$ cat config.mk
export PLATFORM = sky130hd
export DESIGN_NAME = led_pattern_engine
export DESIGN_NICKNAME = d
export VERILOG_FILES = /design/src/rtl/led_pattern_engine.sv
export SDC_FILE = /design/constraint.sdc
export NUM_CORES = 1
export LEC_CHECK = 0
export ABC_AREA = 1
export ABC_CLOCK_PERIOD_IN_PS = 3000
export CORE_MARGIN = 2
export CORE_UTILIZATION = 45
export DETAILED_ROUTE_END_ITERATION = 12
export HOLD_SLACK_MARGIN = 0.03
export PLACE_DENSITY_LB_ADDON = 0.15
export SYNTH_ARGS = -nofsm -noshare
export SYNTH_HDL_FRONTEND = slang
export SYNTH_SLANG_ARGS = --single-unit
$ cat constraint.sdc
create_clock -name clock -period 3 [get_ports clock]
set_clock_uncertainty 0.15 [all_clocks]
set_input_delay 0.6 -clock clock [delete_from_list [all_inputs] [get_ports clock]]
set_output_delay 0.6 -clock clock [all_outputs]
set_load 0.01 [all_outputs]
$ cat src/rtl/led_pattern_engine.sv
// LED pattern engine: tick prescaler, four free-running pattern generators,
// debounced mode selector and one-hot colour router feeding the RGB LED pins.
module led_pattern_engine #(
    parameter int NB_LEDS     = 4,
    parameter int NB_COLOR    = 3,
    parameter int NB_COUNTER  = 32,
    parameter int NB_SPEED    = 3,
    parameter int BASE_PERIOD = 4,
    parameter int DB_CYCLES   = 3
) (
    input  logic                         clock,
    input  logic                         i_reset,
    input  logic [NB_SPEED-1:0]          i_speed,
    input  logic                         i_pause,
    input  logic                         i_reverse,
    input  logic                         i_mode_btn,
    input  logic [NB_COLOR-1:0]          i_color_btn,
    output logic [NB_COLOR*NB_LEDS-1:0]  o_led,
    output logic [1:0]                   o_mode,
    output logic [$clog2(NB_COLOR)-1:0]  o_color,
    output logic                         o_tick
);

    localparam int NB_CSEL = $clog2(NB_COLOR);
    localparam int NB_DB   = $clog2(DB_CYCLES + 1);

    typedef enum logic [1:0] {
        MODE_FLASH  = 2'd0,
        MODE_SHIFT  = 2'd1,
        MODE_SHIFT2 = 2'd2,
        MODE_BOUNCE = 2'd3
    } mode_t;

    mode_t                  mode_q;
    mode_t                  mode_d;
    logic [NB_COUNTER-1:0]  counter;
    logic [NB_COUNTER-1:0]  period;
    logic [NB_LEDS-1:0]     flash;
    logic [NB_LEDS-1:0]     shift;
    logic [NB_LEDS-1:0]     shift2;
    logic [NB_LEDS-1:0]     bounce;
    logic                   bounce_up;
    logic                   db_stable;
    logic [NB_DB-1:0]       db_count;
    logic                   db_accept;
    logic                   mode_rise;
    logic                   color_onehot;
    logic [NB_CSEL-1:0]     color_idx;
    logic [NB_LEDS-1:0]     pattern_sel;
    logic [NB_COLOR*NB_LEDS-1:0] led_next;

    assign period = NB_COUNTER'(BASE_PERIOD) << i_speed;

    // The >= compare lets a speed reduction mid-count wrap on the next cycle.
    always_ff @(posedge clock) begin
        if (!i_reset) begin
            counter <= '0;
            o_tick  <= 1'b0;
        end else if (i_pause) begin
            o_tick  <= 1'b0;
        end else if (counter >= period - NB_COUNTER'(1)) begin
            counter <= '0;
            o_tick  <= 1'b1;
        end else begin
            counter <= counter + NB_COUNTER'(1);
            o_tick  <= 1'b0;
        end
    end

    // All generators advance together so switching mode shows live state.
    always_ff @(posedge clock) begin
        if (!i_reset) begin
            flash     <= '0;
            shift     <= NB_LEDS'(1);
            shift2    <= NB_LEDS'(3);
            bounce    <= NB_LEDS'(1);
            bounce_up <= 1'b1;
        end else if (o_tick && !i_pause) begin
            flash <= ~flash;
            if (i_reverse) begin
                shift  <= {shift[0], shift[NB_LEDS-1:1]};
                shift2 <= {shift2[0], shift2[NB_LEDS-1:1]};
            end else begin
                shift  <= {shift[NB_LEDS-2:0], shift[NB_LEDS-1]};
                shift2 <= {shift2[NB_LEDS-2:0], shift2[NB_LEDS-1]};
            end
            if (bounce_up) begin
                if (bounce[NB_LEDS-1]) begin
                    bounce_up <= 1'b0;
                    bounce    <= bounce >> 1;
                end else begin
                    bounce    <= bounce << 1;
                end
            end else begin
                if (bounce[0]) begin
                    bounce_up <= 1'b1;
                    bounce    <= bounce << 1;
                end else begin
                    bounce    <= bounce >> 1;
                end
            end
        end
    end

    assign db_accept = (i_mode_btn != db_stable) && (db_count == NB_DB'(DB_CYCLES - 1));
    assign mode_rise = db_accept && i_mode_btn;

    // Stable level is preloaded from the pin so reset release cannot fake an edge.
    always_ff @(posedge clock) begin
        if (!i_reset) begin
            db_stable <= i_mode_btn;
            db_count  <= '0;
        end else if (i_mode_btn == db_stable) begin
            db_count  <= '0;
        end else if (db_accept) begin
            db_stable <= i_mode_btn;
            db_count  <= '0;
        end else begin
            db_count  <= db_count + NB_DB'(1);
        end
    end

    always_ff @(posedge clock) begin
        if (!i_reset) begin
            mode_q <= MODE_FLASH;
        end else begin
            mode_q <= mode_d;
        end
    end

    always_comb begin
        mode_d = mode_q;
        if (mode_rise) begin
            case (mode_q)
                MODE_FLASH:  mode_d = MODE_SHIFT;
                MODE_SHIFT:  mode_d = MODE_SHIFT2;
                MODE_SHIFT2: mode_d = MODE_BOUNCE;
                default:     mode_d = MODE_FLASH;
            endcase
        end
    end

    assign o_mode = mode_q;

    always_comb begin
        color_onehot = (i_color_btn != '0) &&
                       ((i_color_btn & (i_color_btn - NB_COLOR'(1))) == '0);
        color_idx = '0;
        for (int c = 0; c < NB_COLOR; c++) begin
            if (i_color_btn[c]) begin
                color_idx = NB_CSEL'(c);
            end
        end
    end

    always_ff @(posedge clock) begin
        if (!i_reset) begin
            o_color <= '0;
        end else if (color_onehot) begin
            o_color <= color_idx;
        end
    end

    always_comb begin
        pattern_sel = '0;
        case (mode_q)
            MODE_FLASH:  pattern_sel = flash;
            MODE_SHIFT:  pattern_sel = shift;
            MODE_SHIFT2: pattern_sel = shift2;
            default:     pattern_sel = bounce;
        endcase
        led_next = '0;
        for (int c = 0; c < NB_COLOR; c++) begin
            if (o_color == NB_CSEL'(c)) begin
                led_next[c*NB_LEDS +: NB_LEDS] = pattern_sel;
            end
        end
    end

    always_ff @(posedge clock) begin
        if (!i_reset) begin
            o_led <= '0;
        end else begin
            o_led <= led_next;
        end
    end

endmodule

==> run_results.csv, run 1 <==
group,metric,value,unit
cells_and_area,areaGrowthSynthToFinish,20.4,%
synth,yosysWarnings,0,
power,p_leak,1.52,nW
cells_and_area,layoutNonFillerInstCount,488,
clocking,cts_max_path_buffers,2,
clocking,htree_levels,3,
global_routing,antenna_found_initial,0,
floorplan,rows,29,
timing,tightest_slew,0.503,ns
worst_setup_path,crit_path_frequent_cell,"nand2_1",
worst_setup_path,crit_slowest_cell,"clkdlybuf4s50_1",
placement,dpl_cell_area,3360,um^2
clocking,cts_hold_buf,0,
floorplan,coreArea,6390,um^2
route,dr.pass1.iters,4,
route,viasPerCell,4.90,
floorplan,die_area,7310,um^2
synth,yosysSeqAreaShare,0.466,
timing,rsz0062_at_grt,"false",
cells_and_area,drive_gt1_frac,0.117,
global_routing,track_usage,0.164,
route,drc,0,
power,p_total,0.00182,W
hold_path,hold_class,"flop to flop",
worst_setup_path,end_kind,"flop",
clocking,path_clk_slew,0.07,ns
worst_setup_path,worstSetupStartpointType,"input pin",
floorplan,die_y,85.5,um
worst_setup_path,cp_num_buf_inv,5,
cells_and_area,multi_input_area,1400,um^2
cells_and_area,diodes,0,
synth,synth-main-ff-cell,"dfxtp_1",
timing,slew_viol_final,0,
power,peakVddDrop,0.000277,V
placement,place_congestion,0.783,
synth,synth_top_area_share,0.456,
worst_setup_path,reg2reg_slack,1.32,ns
clocking,cts_buffers,9,
status,status,"finished clean",
synth,synth_area_leader_cell,"dfxtp_1",
synth,yosys_register_bits,69,
worst_setup_path,r2r_start,"counter[7]$_SDFFE_PN0N_",
placement,hpwl,3980,um
clocking,cts_root_buf,"clkbuf_8",
clocking,cts_sinks,69,
route,wirelength,5590,um
synth,netlist_area,2990,um^2
worst_setup_path,cp.arrival,2.77,ns
route,drtAntennaViolNets,0,
timing,fmax,0.368,GHz
cells_and_area,fin_util,0.563,
clocking,clock_latency,0.33,ns
synth,synth_edf_count,1,
timing,period_minus_slack,2.72,ns
worst_setup_path,critPathMaxStageDelay,0.43,ns
timing,setup_viol,0,
cells_and_area,finalInstanceArea,3600,um^2
global_routing,grt_pass1_wl,9730,um
run,maxCapViolCount,0,
route,wl_per_cell,11.5,um
placement,dp_worst_setup_slack,-0.237,ns
synth,syn-mean-instance-area,8.10,um^2
route,drtIter0Drc,89,
worst_setup_path,path_delay_family,"buffers and inverters",
synth,ys_top_cells_by_count,"68 x dfxtp_1, 58 x nand2_1, 48 x nor2_1",
floorplan,initial_core_util,0.468,
synth,syn-num-nets,395,
worst_setup_path,cp_max_fo,3,
timing,max_slew_margin,0.664,
timing,finalCritPeriodShare,0.905,
worst_setup_path,r2r_cells,10,
synth,syn_inst,369,
cells_and_area,register_area,1390,um^2
floorplan,fp.dieW,85.5,um
global_routing,grt.overflow.total,0,
clocking,cts_tree,"done",
worst_setup_path,cp.required,3.05,ns
global_routing,grt_pass1_vias,2233,
worst_setup_path,crit_type,"input pin to flop",
synth,post-synth-top-count-cell,"dfxtp_1",
worst_setup_path,cp_cell_sequence,"clkdlybuf4s50_1 -> nor2_2 -> inv_1 -> nor2_2 -> inv_1 -> ha_1 -> o21ai_2 -> xnor2_1 -> ha_1 -> nand2_1 -> inv_1 -> a21oi_1 -> nand2_1 -> nand2_1 -> nand2_1 -> nand2_2 -> buf_4 -> nor2_1",
floorplan,io-pin-count,28,
placement,io_buffers,27,
global_routing,grt_max_degree,36,
cells_and_area,nFillCells,602,
synth,synth-async-reset-ratio,0,
hold_path,min_to,"db_count[0]$_SDFF_PP0_",
placement,placed_cells,472,
cells_and_area,fin_nets,432,
synth,synth_area_leaders,"dfxtp_1 46%, nand2_1 7.3%, ha_1 6.3%",
synth,synth.distinct_cells,34,
hold_path,hold-path-cell-count,1,
hold_path,hp-start,"db_count[0]$_SDFF_PP0_",
timing,layout_setup_ws,0.284,ns
timing,hold_viol,0,
worst_setup_path,r2r-end,"o_tick$_SDFF_PP0_",
route,vias,2391,
power,power_density,507,nW/um^2
## state kept, by name, indices dropped and copies added (netlist names)
signal	cells
bounce	4
bounce_up	1
counter	32
db_count	2
db_stable	1
flash	4
o_color	2
o_led	12
o_mode	2
o_tick	1
shift	4
shift2	4
## power by group
group / internal (W) / switching, W
clock: 0.000435 / 0.000346
combinational: 0.0000476 / 0.0000643
sequential: 0.000926 / 0.00000598
total: 0.00141 / 0.000416
## stage by stage
stage | hold WS, ns | TNS (ns)
final | 0.261 | 0
after global routing | 0.296 | 0
after CTS | 0.262 | 0
after detailed placement | 0.251 | -2.54
after global placement | 0.250 | -1.74
after floorplan | 0.242 | 0
## final cells by class
type,instances,area share
Clock inverter,5,0.0160
Clock buffer,11,0.0424
Inverter,41,0.0435
Sequential cell,69,0.387
Timing Repair Buffer,37,0.0960
Multi-Input combinational cell,248,0.388
Tap cell,77,0.0268
## logic make-up (layout without fill, tap and decap cells)
| group | Yosys count | in the layout | share of synthesized area |
|---|---|---|---|
| XOR/XNOR | 15 | 15 | 0.0440 |
| flip-flops | 69 | 69 | 0.466 |
| buffers and inverters | 52 | 94 | 0.0745 |
| adder cells (fa/ha/maj) | 15 | 15 | 0.0628 |
| AO/OA/AOI/OAI | 50 | 50 | 0.100 |
| AND/OR/NAND/NOR | 166 | 166 | 0.248 |
| other | 1 | 1 | 0.00126 |
| multiplexers | 1 | 1 | 0.00335 |
## worst max-delay path by stage
| stage | cells after the start | from | end |
|---|---|---|---|
| 6_report | 18 | i_speed[1] | o_tick$_SDFF_PP0_ |
| 5_1_grt | 18 | i_speed[1] | counter[0]$_SDFFE_PN0N_ |
| 4_1_cts | 18 | i_speed[1] | counter[0]$_SDFFE_PN0N_ |
| 3_5_place_dp | 18 | i_speed[1] | counter[6]$_SDFFE_PN0N_ |
| 3_3_place_gp | 18 | i_speed[1] | counter[0]$_SDFFE_PN0N_ |
| 2_1_floorplan | 18 | i_speed[1] | counter[6]$_SDFFE_PN0N_ |
## layer usage
layer  part of all wire  routed length, um  track usage
met1               0.51               2830        0.216
met3              0.040                221       0.0340
met2               0.44               2440        0.261
met4              0.018                 98       0.0693
met5                  0                  0            0
## what timing repair did
action	4_1_cts	5_1_grt
resized for setup	0	6
buffers inserted	0	0
endpoints found under the setup margin	0	12
## layout by cell type, fill, tap and decap left out, drive strengths merged, types with 2 or more instances in the layout
cell,Yosys,layout
ha,15,15
buf,6,10
dfxtp,68,68
clkinv,1,5
inv,40,40
clkbuf,5,11
nand4,5,5
xor2,10,10
nand2,61,61
nand3,18,18
o221ai,2,2
xnor2,5,5
nor3,20,20
nor2,61,61
o211ai,3,3
o21ai,21,21
clkdlybuf4s50,0,27
a21oi,16,16
a221oi,6,6
Power figures use the tool's default switching activity.
==> inputs of run 2 (changes only) <==
- CORE_UTILIZATION: 45 -> 55
- TNS_END_PERCENT: unset -> 10
==> run 2 against run 1 <==
Net effect:
- via count rose by 1.7%
- sequential share of layout area up 0.22 points
- clock-buffer cell count down 2
- largest cell class is now sequential cells
- largest power group unchanged
- highest routed layer unchanged
==> run_results.csv, run 2 (same netlist as run 1, synthesis figures left out) <==
group,metric,value,unit
status,status,"finished clean",
floorplan,fp.dieW,77.7,um
placement,hpwl,3960,um
global_routing,track_usage,0.205,
clocking,htree_levels,3,
cells_and_area,nFillCells,416,
timing,rsz0062_at_grt,"false",
cells_and_area,drive_gt1_frac,0.114,
route,wirelength,5530,um
route,drc,0,
worst_setup_path,r2r_cells,10,
route,top_layer_used,"met4",
floorplan,rows,26,
power,p_leak,1.52,nW
run,maxCapViolCount,0,
route,wl_per_cell,11.5,um
cells_and_area,fin_nets,432,
route,m1WireLength,2620,um
cells_and_area,layoutNonFillerInstCount,481,
hold_path,hold-path-cell-count,1,
hold_path,min_to,"db_count[0]$_SDFF_PP0_",
global_routing,antenna_found_initial,0,
clocking,cts_tree,"done",
hold_path,hold_class,"flop to flop",
worst_setup_path,end_kind,"flop",
floorplan,io-pin-count,28,
clocking,cts_buffers,9,
worst_setup_path,crit_type,"input pin to flop",
worst_setup_path,reg2reg_slack,1.30,ns
worst_setup_path,worstSetupStartpointType,"input pin",
clocking,clock_latency,0.34,ns
route,viasPerCell,5.05,
global_routing,grt_max_degree,34,
route,dr.pass1.iters,5,
power,power_density,507,nW/um^2
floorplan,die_y,77.7,um
worst_setup_path,cp.required,3.13,ns
cells_and_area,areaGrowthSynthToFinish,19.7,%
floorplan,initial_core_util,0.578,
power,p_total,0.00181,W
timing,finalCritPeriodShare,0.928,
clocking,cts_max_path_buffers,2,
timing,setup_viol,0,
clocking,cts_setup_buffers,0,
worst_setup_path,r2r_start,"counter[5]$_SDFFE_PN0N_",
clocking,cts_hold_buf,0,
route,met2_length,2510,um
global_routing,grt_pass1_vias,2287,
cells_and_area,largest_reg_flops,32,
timing,slew_viol_final,0,
clocking,cts_sinks,69,
floorplan,die_area,6040,um^2
clocking,cts_root_buf,"clkbuf_8",
route,drtAntennaViolNets,0,
global_routing,grt.overflow.total,0,
cells_and_area,top_register,"counter",
cells_and_area,layout_common_cells,"68 x dfxtp_1, 58 x nand2_1, 47 x nor2_1, 38 x inv_1, 27 x clkdlybuf4s50_1",
timing,hold_slack,0.265,ns
timing,setup_tns,0,ns
worst_setup_path,r2r-end,"counter[0]$_SDFFE_PN0N_",
worst_setup_path,cp.arrival,2.91,ns
timing,hold_viol,0,
timing,fmax,0.359,GHz
cells_and_area,layout_commonest_cell,"dfxtp_1",
timing,period_minus_slack,2.79,ns
route,wl_met3,309,um
floorplan,coreArea,5170,um^2
placement,placed_cells,465,
route,vias,2431,
route,drtIter0Drc,146,
power,peakVddDrop,0.000349,V
placement,dpl_cell_area,3350,um^2
cells_and_area,reg_top3,"counter (32), o_led (12)",
hold_path,hp-start,"db_count[0]$_SDFF_PP0_",
clocking,path_clk_slew,0.07,ns
placement,place_congestion,0.818,
cells_and_area,diodes,0,
placement,io_buffers,27,
worst_setup_path,cp_max_fo,11,
global_routing,grt_pass1_wl,9920,um
cells_and_area,finalInstanceArea,3580,um^2
run 2: final cells by class:
class | instances | area [um^2] | area share
repair buffers | 37 | 345 | 0.0966
well taps | 70 | 87.6 | 0.0245
clock buffers | 9 | 124 | 0.0346
inverters | 41 | 156 | 0.0437
flip-flops and latches | 69 | 1390 | 0.389
multi-input cells | 248 | 1390 | 0.389
clock inverters | 7 | 81.3 | 0.0227
run 2: power by group:
part           internal (W)  total [W]  switching, W
registers          0.000925   0.000932    0.00000610
logic             0.0000473   0.000111     0.0000638
clock network      0.000397   0.000772      0.000375
run 2: through the flow:
step | setup WS (ns) | util
after floorplan | 0.459 | -
after global placement | -0.185 | 0.649
after detailed placement | -0.264 | 0.649
after CTS | 0.0840 | 0.688
after global routing | 0.00465 | 0.691
final | 0.215 | 0.691
run 2: repair_timing:
action | CTS | global route
hold endpoints to repair | 0 | 0
endpoints found under the setup margin | 0 | 11
gates resized for setup | 0 | 4
run 2: critical path, stage by stage:
cell and delay, ns:
clkdlybuf4s50_1 0.44, nor2_2 0.14, inv_1 0.06, nor2_1 0.13
inv_1 0.06, ha_1 0.21, o21ai_1 0.13, xnor2_1 0.14
ha_1 0.24, nand2_1 0.08, inv_1 0.04, a21oi_1 0.13
nand2_1 0.08, nand2_1 0.06, nand2_1 0.06, nand2_2 0.11
nand2_8 0.11, nor2_1 0.10
run 2: how the worst max path moves through the flow:
stage                                          to  startpoint
after floorplan           counter[6]$_SDFFE_PN0N_  i_speed[1]
after global placement    counter[0]$_SDFFE_PN0N_  i_speed[1]
after detailed placement  counter[0]$_SDFFE_PN0N_  i_speed[1]
after CTS                 counter[0]$_SDFFE_PN0N_  i_speed[1]
after global routing      counter[0]$_SDFFE_PN0N_  i_speed[1]
final                     counter[0]$_SDFFE_PN0N_  i_speed[1]
run 2: layer usage:
layer  vias to the layer above  track usage
li1                       1282            -
met1                      1077        0.266
met2                        64        0.324
met3                         8       0.0453
met4                         0       0.0964
met5                         -            0
==> inputs of run 3 (changes only) <==
--- a/config.mk
+++ b/config.mk
@@ -10,3 +10,3 @@
 export CORE_MARGIN = 2
-export CORE_UTILIZATION = 55
+export CORE_UTILIZATION = 45
 export DETAILED_ROUTE_END_ITERATION = 12
--- a/constraint.sdc
+++ b/constraint.sdc
@@ -4,2 +4,2 @@
 set_output_delay 0.6 -clock clock [all_outputs]
-set_load 0.01 [all_outputs]
+set_load 0.02 [all_outputs]
==> results of run 3 <==
The final DEF is identical to that of run 1. Status: finished clean.
Among the figures that moved: total power 0.00182 W -> 0.00183 W
